==> config.mk <==
export PLATFORM = sky130hd
export DESIGN_NAME = uart_tx_buffered
export DESIGN_NICKNAME = d
export VERILOG_FILES = /design/src/rtl/uart_tx_buffered.sv
export SDC_FILE = /design/constraint.sdc
export NUM_CORES = 1
export LEC_CHECK = 0
export BUFFER_PORTS_ARGS = -buffer_cell sky130_fd_sc_hd__buf_4
export CAP_MARGIN = 10
export CORE_AREA = 2 2 117 74
export CTS_BUF_LIST = sky130_fd_sc_hd__clkbuf_8
export CTS_CLUSTER_SIZE = 8
export DETAILED_ROUTE_END_ITERATION = 8
export DIE_AREA = 0 0 119 76
export PLACE_DENSITY = 0.83
export SLEW_MARGIN = 10
export SYNTH_ARGS = -nofsm -noshare
export SYNTH_HDL_FRONTEND = slang
export SYNTH_SLANG_ARGS = --single-unit
==> constraint.sdc <==
create_clock -name clk -period 2.51 [get_ports clk]
set_input_delay 0.3765 -clock clk [delete_from_list [all_inputs] [get_ports clk]]
set_output_delay 0.3765 -clock clk [all_outputs]
set_load 0.05 [all_outputs]
==> src/rtl/uart_tx_buffered.sv <==
// Buffered UART transmitter: a power-of-two FIFO feeding a start/data/parity/stop
// serialiser that sends queued frames back-to-back with no idle gap between them.
module uart_tx_buffered #(
    parameter int CLK_HZ       = 20_000_000,
    parameter int BIT_RATE     = 9600,
    parameter int PAYLOAD_BITS = 8,
    parameter int FIFO_DEPTH   = 8,
    parameter int PARITY       = 0,
    parameter int STOP_BITS    = 1
) (
    input  logic                             clk,
    input  logic                             resetn,
    input  logic [PAYLOAD_BITS-1:0]          wr_data,
    input  logic                             wr_valid,
    output logic                             wr_ready,
    output logic                             uart_txd,
    output logic                             busy,
    output logic [$clog2(FIFO_DEPTH+1)-1:0]  fifo_count
);
    localparam int CPB   = CLK_HZ / BIT_RATE;
    localparam int CNT_W = $clog2(STOP_BITS * CPB + 1);
    localparam int PTR_W = $clog2(FIFO_DEPTH);
    localparam int IDX_W = $clog2(PAYLOAD_BITS);
    localparam int OCC_W = $clog2(FIFO_DEPTH + 1);

    localparam logic [CNT_W-1:0] BIT_END  = CNT_W'(CPB - 1);
    localparam logic [CNT_W-1:0] STOP_END = CNT_W'(STOP_BITS * CPB - 1);
    localparam logic [IDX_W-1:0] LAST_IDX = IDX_W'(PAYLOAD_BITS - 1);
    localparam logic [OCC_W-1:0] FULL_CNT = OCC_W'(FIFO_DEPTH);

    typedef enum logic [2:0] {S_IDLE, S_START, S_DATA, S_PARITY, S_STOP} state_t;

    state_t                  state_q, state_d;
    logic [CNT_W-1:0]        cnt_q, cnt_d;
    logic [IDX_W-1:0]        idx_q, idx_d;
    logic [PAYLOAD_BITS-1:0] data_q, data_d;
    logic                    txd_q, txd_d;
    logic [PTR_W-1:0]        wr_ptr_q, wr_ptr_d;
    logic [PTR_W-1:0]        rd_ptr_q, rd_ptr_d;
    logic [OCC_W-1:0]        count_q, count_d;
    logic [PAYLOAD_BITS-1:0] mem_q [FIFO_DEPTH];

    logic push, pop, fifo_nonempty, bit_done, parity_bit;

    assign wr_ready      = (count_q != FULL_CNT);
    assign fifo_count    = count_q;
    assign busy          = (state_q != S_IDLE) || fifo_nonempty;
    assign uart_txd      = txd_q;
    assign push          = wr_valid && wr_ready;
    assign fifo_nonempty = (count_q != '0);
    assign bit_done      = (cnt_q == BIT_END);
    assign parity_bit    = (PARITY == 1) ? ~(^data_q) : ^data_q;

    // txd_d is the line value for the cycle after this edge, so the pin is a plain flop.
    always_comb begin
        // NOTE: every output of this block gets a default first so no latch is inferred.
        state_d = state_q;
        cnt_d   = cnt_q + CNT_W'(1);
        idx_d   = idx_q;
        data_d  = data_q;
        txd_d   = txd_q;
        pop     = 1'b0;
        unique case (state_q)
            S_IDLE: begin
                cnt_d = '0;
                txd_d = 1'b1;
                if (fifo_nonempty) begin
                    pop     = 1'b1;
                    data_d  = mem_q[rd_ptr_q];
                    state_d = S_START;
                    txd_d   = 1'b0;
                end
            end
            S_START: begin
                if (bit_done) begin
                    cnt_d   = '0;
                    idx_d   = '0;
                    state_d = S_DATA;
                    txd_d   = data_q[0];
                end
            end
            S_DATA: begin
                if (bit_done) begin
                    cnt_d = '0;
                    if (idx_q == LAST_IDX) begin
                        if (PARITY != 0) begin
                            state_d = S_PARITY;
                            txd_d   = parity_bit;
                        end else begin
                            state_d = S_STOP;
                            txd_d   = 1'b1;
                        end
                    end else begin
                        idx_d = idx_q + IDX_W'(1);
                        txd_d = data_q[idx_d];
                    end
                end
            end
            S_PARITY: begin
                if (bit_done) begin
                    cnt_d   = '0;
                    state_d = S_STOP;
                    txd_d   = 1'b1;
                end
            end
            S_STOP: begin
                // The last stop cycle chains straight into the next start bit when data waits.
                if (cnt_q == STOP_END) begin
                    cnt_d = '0;
                    if (fifo_nonempty) begin
                        pop     = 1'b1;
                        data_d  = mem_q[rd_ptr_q];
                        state_d = S_START;
                        txd_d   = 1'b0;
                    end else begin
                        state_d = S_IDLE;
                        txd_d   = 1'b1;
                    end
                end
            end
            default: begin
                state_d = S_IDLE;
                cnt_d   = '0;
                txd_d   = 1'b1;
            end
        endcase
    end

    always_comb begin
        wr_ptr_d = push ? wr_ptr_q + PTR_W'(1) : wr_ptr_q;
        rd_ptr_d = pop  ? rd_ptr_q + PTR_W'(1) : rd_ptr_q;
        count_d  = count_q + OCC_W'(push) - OCC_W'(pop);
    end

    always_ff @(posedge clk) begin
        // NOTE: sequential state uses non-blocking assignments so all flops update together.
        if (!resetn) begin
            state_q  <= S_IDLE;
            cnt_q    <= '0;
            idx_q    <= '0;
            data_q   <= '0;
            txd_q    <= 1'b1;
            wr_ptr_q <= '0;
            rd_ptr_q <= '0;
            count_q  <= '0;
        end else begin
            state_q  <= state_d;
            cnt_q    <= cnt_d;
            idx_q    <= idx_d;
            data_q   <= data_d;
            txd_q    <= txd_d;
            wr_ptr_q <= wr_ptr_d;
            rd_ptr_q <= rd_ptr_d;
            count_q  <= count_d;
        end
    end

    // NOTE: the storage array is not reset; occupancy comes only from count_q.
    always_ff @(posedge clk) begin
        if (resetn && push) begin
            mem_q[wr_ptr_q] <= wr_data;
        end
    end

endmodule

After elaboration in Yosys (flattened, before gate mapping)
Memories as Yosys holds them, arrays and structs flattened. A register that Yosys moved wholly into a read port is not among the register bits.
Cells that the tools add are included.
Widths: inputs -> output; s select.
Word-level totals
  register bits: 37
  RAM bits: 64
  input port bits: 11
  output and inout port bits: 7
  logic and storage cells: 77
  memories kept: 1
Operators by class
  add/sub/neg operators: 6
  $lt $le $gt $ge: 1
  eq/ne operators: 14
  mux-type cells: 31
  bitwise logic cells: 2
  reduce and logical (&&, ||, !) cells: 14
Memories
  mem_q: words 8, bits a word 8, rd ports 1, clocked after memory_dff 1, write ports 1, RTL line 41  | logic [PAYLOAD_BITS-1:0] mem_q [FIFO_DEPTH];
Operators with widths (number)
  $mux 3: 11
  $mux 8: 2
  $pmux 8 s2: 1
  $pmux 3 s5: 1
  $ne 2x2->1 const B: 7
  $add 12x1->12 const B: 1
  $eq 12x12->1 const B: 1
  $mux 1: 12
  $add 3x1->3 const B: 3
  $reduce_and 4->1: 2
  $eq 3x2->1 const B: 2
  $eq 3x3->1 const B: 2
  $pmux 3 s2: 1
  $reduce_and 6->1: 1
  $pmux 1 s5: 1
  $add 4x1->4: 1
  $lt 3x4->1 const B: 1
  $ne 4x4->1 const B: 1
  $reduce_bool 2->1: 2
  $reduce_bool 4->1: 1
  $reduce_or 4->1: 1
  $sub 4x1->4: 1
  $bmux 1 s3: 1
  $eq 3x1->1 const B: 1
  8 further kinds: 10

Longest topological paths before layout
  word-level depth: 6
  depth in mapped cells: 12
  mapped depth without buffers: 11

Worst setup path before layout
OpenSTA, ideal clock, no wires.
  path kind: flip-flop to flip-flop
  from: register count_q[2], in the netlist fifo_count[2]
  to: memory mem_q[1][0] (enable)
  library setup time: 0.395 ns
  data arrival time: 2.928 ns
  data required time: 2.115 ns
  setup slack: -0.813 ns
  stages on the path, launching flop included: 7
  buffers on the path: 1
  clock period less this slack: 3.323 ns
  cells stage by stage: dfxtp_1 inv_1 ha_1 or3b_2 clkbuf_1 nand2_1 nor4_1
Between the ends
  cells in the longest elaborated chain, start to end: 5
RTL lines
  start: declaration: RTL line 40  | logic [OCC_W-1:0] count_q, count_d;
  start signal: assignment: RTL line 154  | count_q <= count_d;
  $ne 4x4->1: RTL line 45  | assign wr_ready = (count_q != FULL_CNT);
  via wr_ready: RTL line 15  | output logic wr_ready,
  $logic_and 1x1->1: RTL line 49  | assign push = wr_valid && wr_ready;
  $logic_and 1x1->1: RTL line 160  | if (resetn && push) begin
  $mux 1: RTL line 160
  $mux 1 (not written as such): RTL line 161  | mem_q[wr_ptr_q] <= wr_data;
  end: declaration: RTL line 41
The timed path passes the listed nets, and every way through them passes these cells.

Worst setup path after layout
  from: register cnt_q[0]
  to: register count_q[2], in the netlist fifo_count[2]
Between the ends
  cells in the longest elaborated chain, start to end: 4
RTL lines
  start: declaration: RTL line 34  | logic [CNT_W-1:0] cnt_q, cnt_d;
  start signal: assignment: RTL line 148  | cnt_q <= cnt_d;
  $eq 12x12->1: RTL line 108  | if (cnt_q == STOP_END) begin
  $mux 1: RTL line 108
  $pmux 1 s2: RTL line 63  | unique case (state_q)
  $sub 4x1->4: RTL line 132  | count_d = count_q + OCC_W'(push) - OCC_W'(pop);
No other way between the ends.
A chain may end at the register's enable or synchronous reset.

==> flow_summary.toml <==
[finish]
layout.nets = 368
fillCellCount = 601
syn2layout_area_growth_pct = 12.3
layout_common_cells = "edfxtp_1 (64), dfxtp_1 (37), buf_4 (32)"
final-seq-area_mm2 = 0.00273
drive_above_1_share_pct = 22.6
final_common_cell = "edfxtp_1"
multi_input_area_mm2 = 0.00161
num_antenna_cells = 0
fin_util_pct = 61.3

[synthesis]
ys_warn_count = 0
synth_xor_area_share_pct = 2.97
synth.distinct_cells = 48
ys_seq_area_share_pct = 61.6
synth_area_mm2 = 0.00442
postSynthAreaPerCell_um2 = 13.8
netlist_instances = 321
synth_edf_count = 64
synth_top_family_by_area = "multiplexers"
ys_ff_latch = 104
syn_nets = 344
yosys.area_share.simple_pct = 10.5
synth_fa_ha_area_share_pct = 3.57
ys.flop_type = "edfxtp_1"
synth.area.mux_share_pct = 11.8
synthArstFlopShare_pct = 0
synth_compound_area_share_pct = 6.68

[power]
p_leak_uw = 0.00166
irDropWorstVdd_v = 0.000780
powerDensity_mw_per_mm2 = 945

[critical_path]
endpoint = "fifo_count[2]"
r2r_slack_ns = 0.13
crit_fanout = 5
critPathCaptureType = "register"
r2r-end = "fifo_count[2]"
cp.arrival_ns = 2.63
critPathKind = "register to register"
regToRegStartpoint = "cnt_q[0]"
start_kind = "register"
reg2reg_depth = 11
cp_data_required_time_ns = 2.76
cp-startpoint = "cnt_q[0]"

[sta]
hold_viol = 0
finalSetupTns_ns = 0
drv_slew = 0
setup_slack_ns = 0.135
fin_skew_ns = 0.00881
max_slew_margin_pct = 36.8
holdWs_ns = 0.243
setup_viol = 0
rsz0062_at_grt = "true"
post-route-min-period_ns = 2.38
period_share_pct = 94.6
tightest_slew_ns = 0.944
fmax_mhz = 421

[routing]
vias_per_cell = 5.79
drt_iter0_drc = 200
vias = 2675
routed_wl_um = 8250
remaining_drc_errors = 0
dr.pass1.iters = 5
ant_nets = 0
wire_per_inst_um = 17.9

[global_route]
grt_pass1_vias = 2637
antenna_found_initial = 0
gr-total-overflow = 0
grt_start_max_net_pins = 24
grt_use_total_pct = 19.6
grt_pass1_wl_um = 13600

[flow_run]
cap_violations = 0

[placed_design]
io_buffers = 17
pre_cts_slack_ns = 0.0835
routabilityCongestion = 0.827
dp_hpwl_um = 5530

[clocking]
h-tree-depth = 3
cts_resized = 0
ctsHoldBuffers = 0
clk_latency_ns = 0.36
numCtsBuffers = 9
clk_pin_slew_ns = 0.10
cts.sinks = 104
root_buffer = "clkbuf_8"
post_cts_buffers = 0
clockBufferDepth = 2
cts_tree = "built"

[floorplanning]
initial_utilization_pct = 54.5
die_area_mm2 = 0.00904
core_mm2 = 0.00810
num_io_pins = 18
num_rows = 26
fp.dieH_um = 76
die_width_um = 119

[min_path]
hold_class = "input port to register"

[outcome]
status = "finished clean"
## power by group
part | switching [uW] | total [uW] | internal [uW] | leakage, uW
Combinational | 833 | 1500 | 665 | 0.000656
Sequential | 141 | 2150 | 2010 | 0.000906
Clock | 575 | 1050 | 472 | 0.0000996
## kinds of logic after synthesis
family | after synthesis
adders and majority gates | 12
AOI/OAI and AO/OA | 48
DFF | 104
and+or+nand+nor | 82
buffers and inverters | 29
muxes | 31
xor gates and xnor gates | 15
## worst min-delay path by stage
stage,start,endpoint,slack (ns),depth (start not counted)
3_3_place_gp,cnt_q[0],cnt_q[0],0.45,1
6_report,wr_data[4],mem_q[5][4],0.24,1
2_1_floorplan,cnt_q[0],cnt_q[0],0.44,1
5_1_grt,wr_data[2],mem_q[1][2],0.24,1
3_5_place_dp,cnt_q[0],cnt_q[0],0.46,1
4_1_cts,wr_data[4],mem_q[6][4],0.23,1
## through the flow
stage          area [um^2]  power [uW]  instances
2_1_floorplan         4460        3280        321
3_3_place_gp          4740        3600        446
3_5_place_dp          4740        3650        446
4_1_cts               4940        4690        462
5_1_grt               4960        4940        462
6_report              4960        4690        462
## synthesized netlist by cell type (9+ instances only)
| cell type | count | area share (%) |
|---|---|---|
| mux2i_1 | 14 | 3.2 |
| nand2_1 | 9 | 0.76 |
| nor2_1 | 23 | 2.0 |
| dfxtp_1 | 40 | 18 |
| mux4_2 | 17 | 8.7 |
| edfxtp_1 | 64 | 44 |
| a21oi_1 | 20 | 2.3 |
| inv_1 | 10 | 0.85 |
| ha_1 | 11 | 3.1 |
| nor3_1 | 9 | 1.0 |
| nand3_1 | 14 | 1.6 |
| a211oi_1 | 9 | 1.5 |
## critical path, stage by stage, from the launching register on
cell	delay, ns
dfxtp_1	0.40
inv_1	0.06
ha_1	0.18
and4bb_2	0.26
a31oi_1	0.27
nor2_2	0.08
xnor2_1	0.18
ha_1	0.19
inv_1	0.05
fa_1	0.37
xor2_1	0.17
nor2_1	0.05
## sequential cells by signal (all words and copies together) (netlist names), named ones only
name and count:
uart_txd 1, data_q 8, idx_q 3, rd_ptr_q 3, fifo_count 4, wr_ptr_q 3, cnt_q 12, mem_q 64
state_q 3
## cell type report
class                           count  share of cell area, %
Multi-Input combinational cell    188                   32.5
Clock inverter                      7                   1.56
Sequential cell                   104                   55.0
Tap cell                          112                   2.82
Inverter                           10                  0.756
Timing Repair Buffer               32                   4.84
Clock buffer                        9                   2.50
## routing by layer
metal	part of all wire (%)	up-vias	GRT usage (%)
li1	-	1256	-
met1	48	1315	30.2
met2	45	95	28.3
met3	6.6	9	4.19
met4	0.94	0	5.36
met5	0	-	0
No activity file was read; power rests on OpenSTA's default activity.
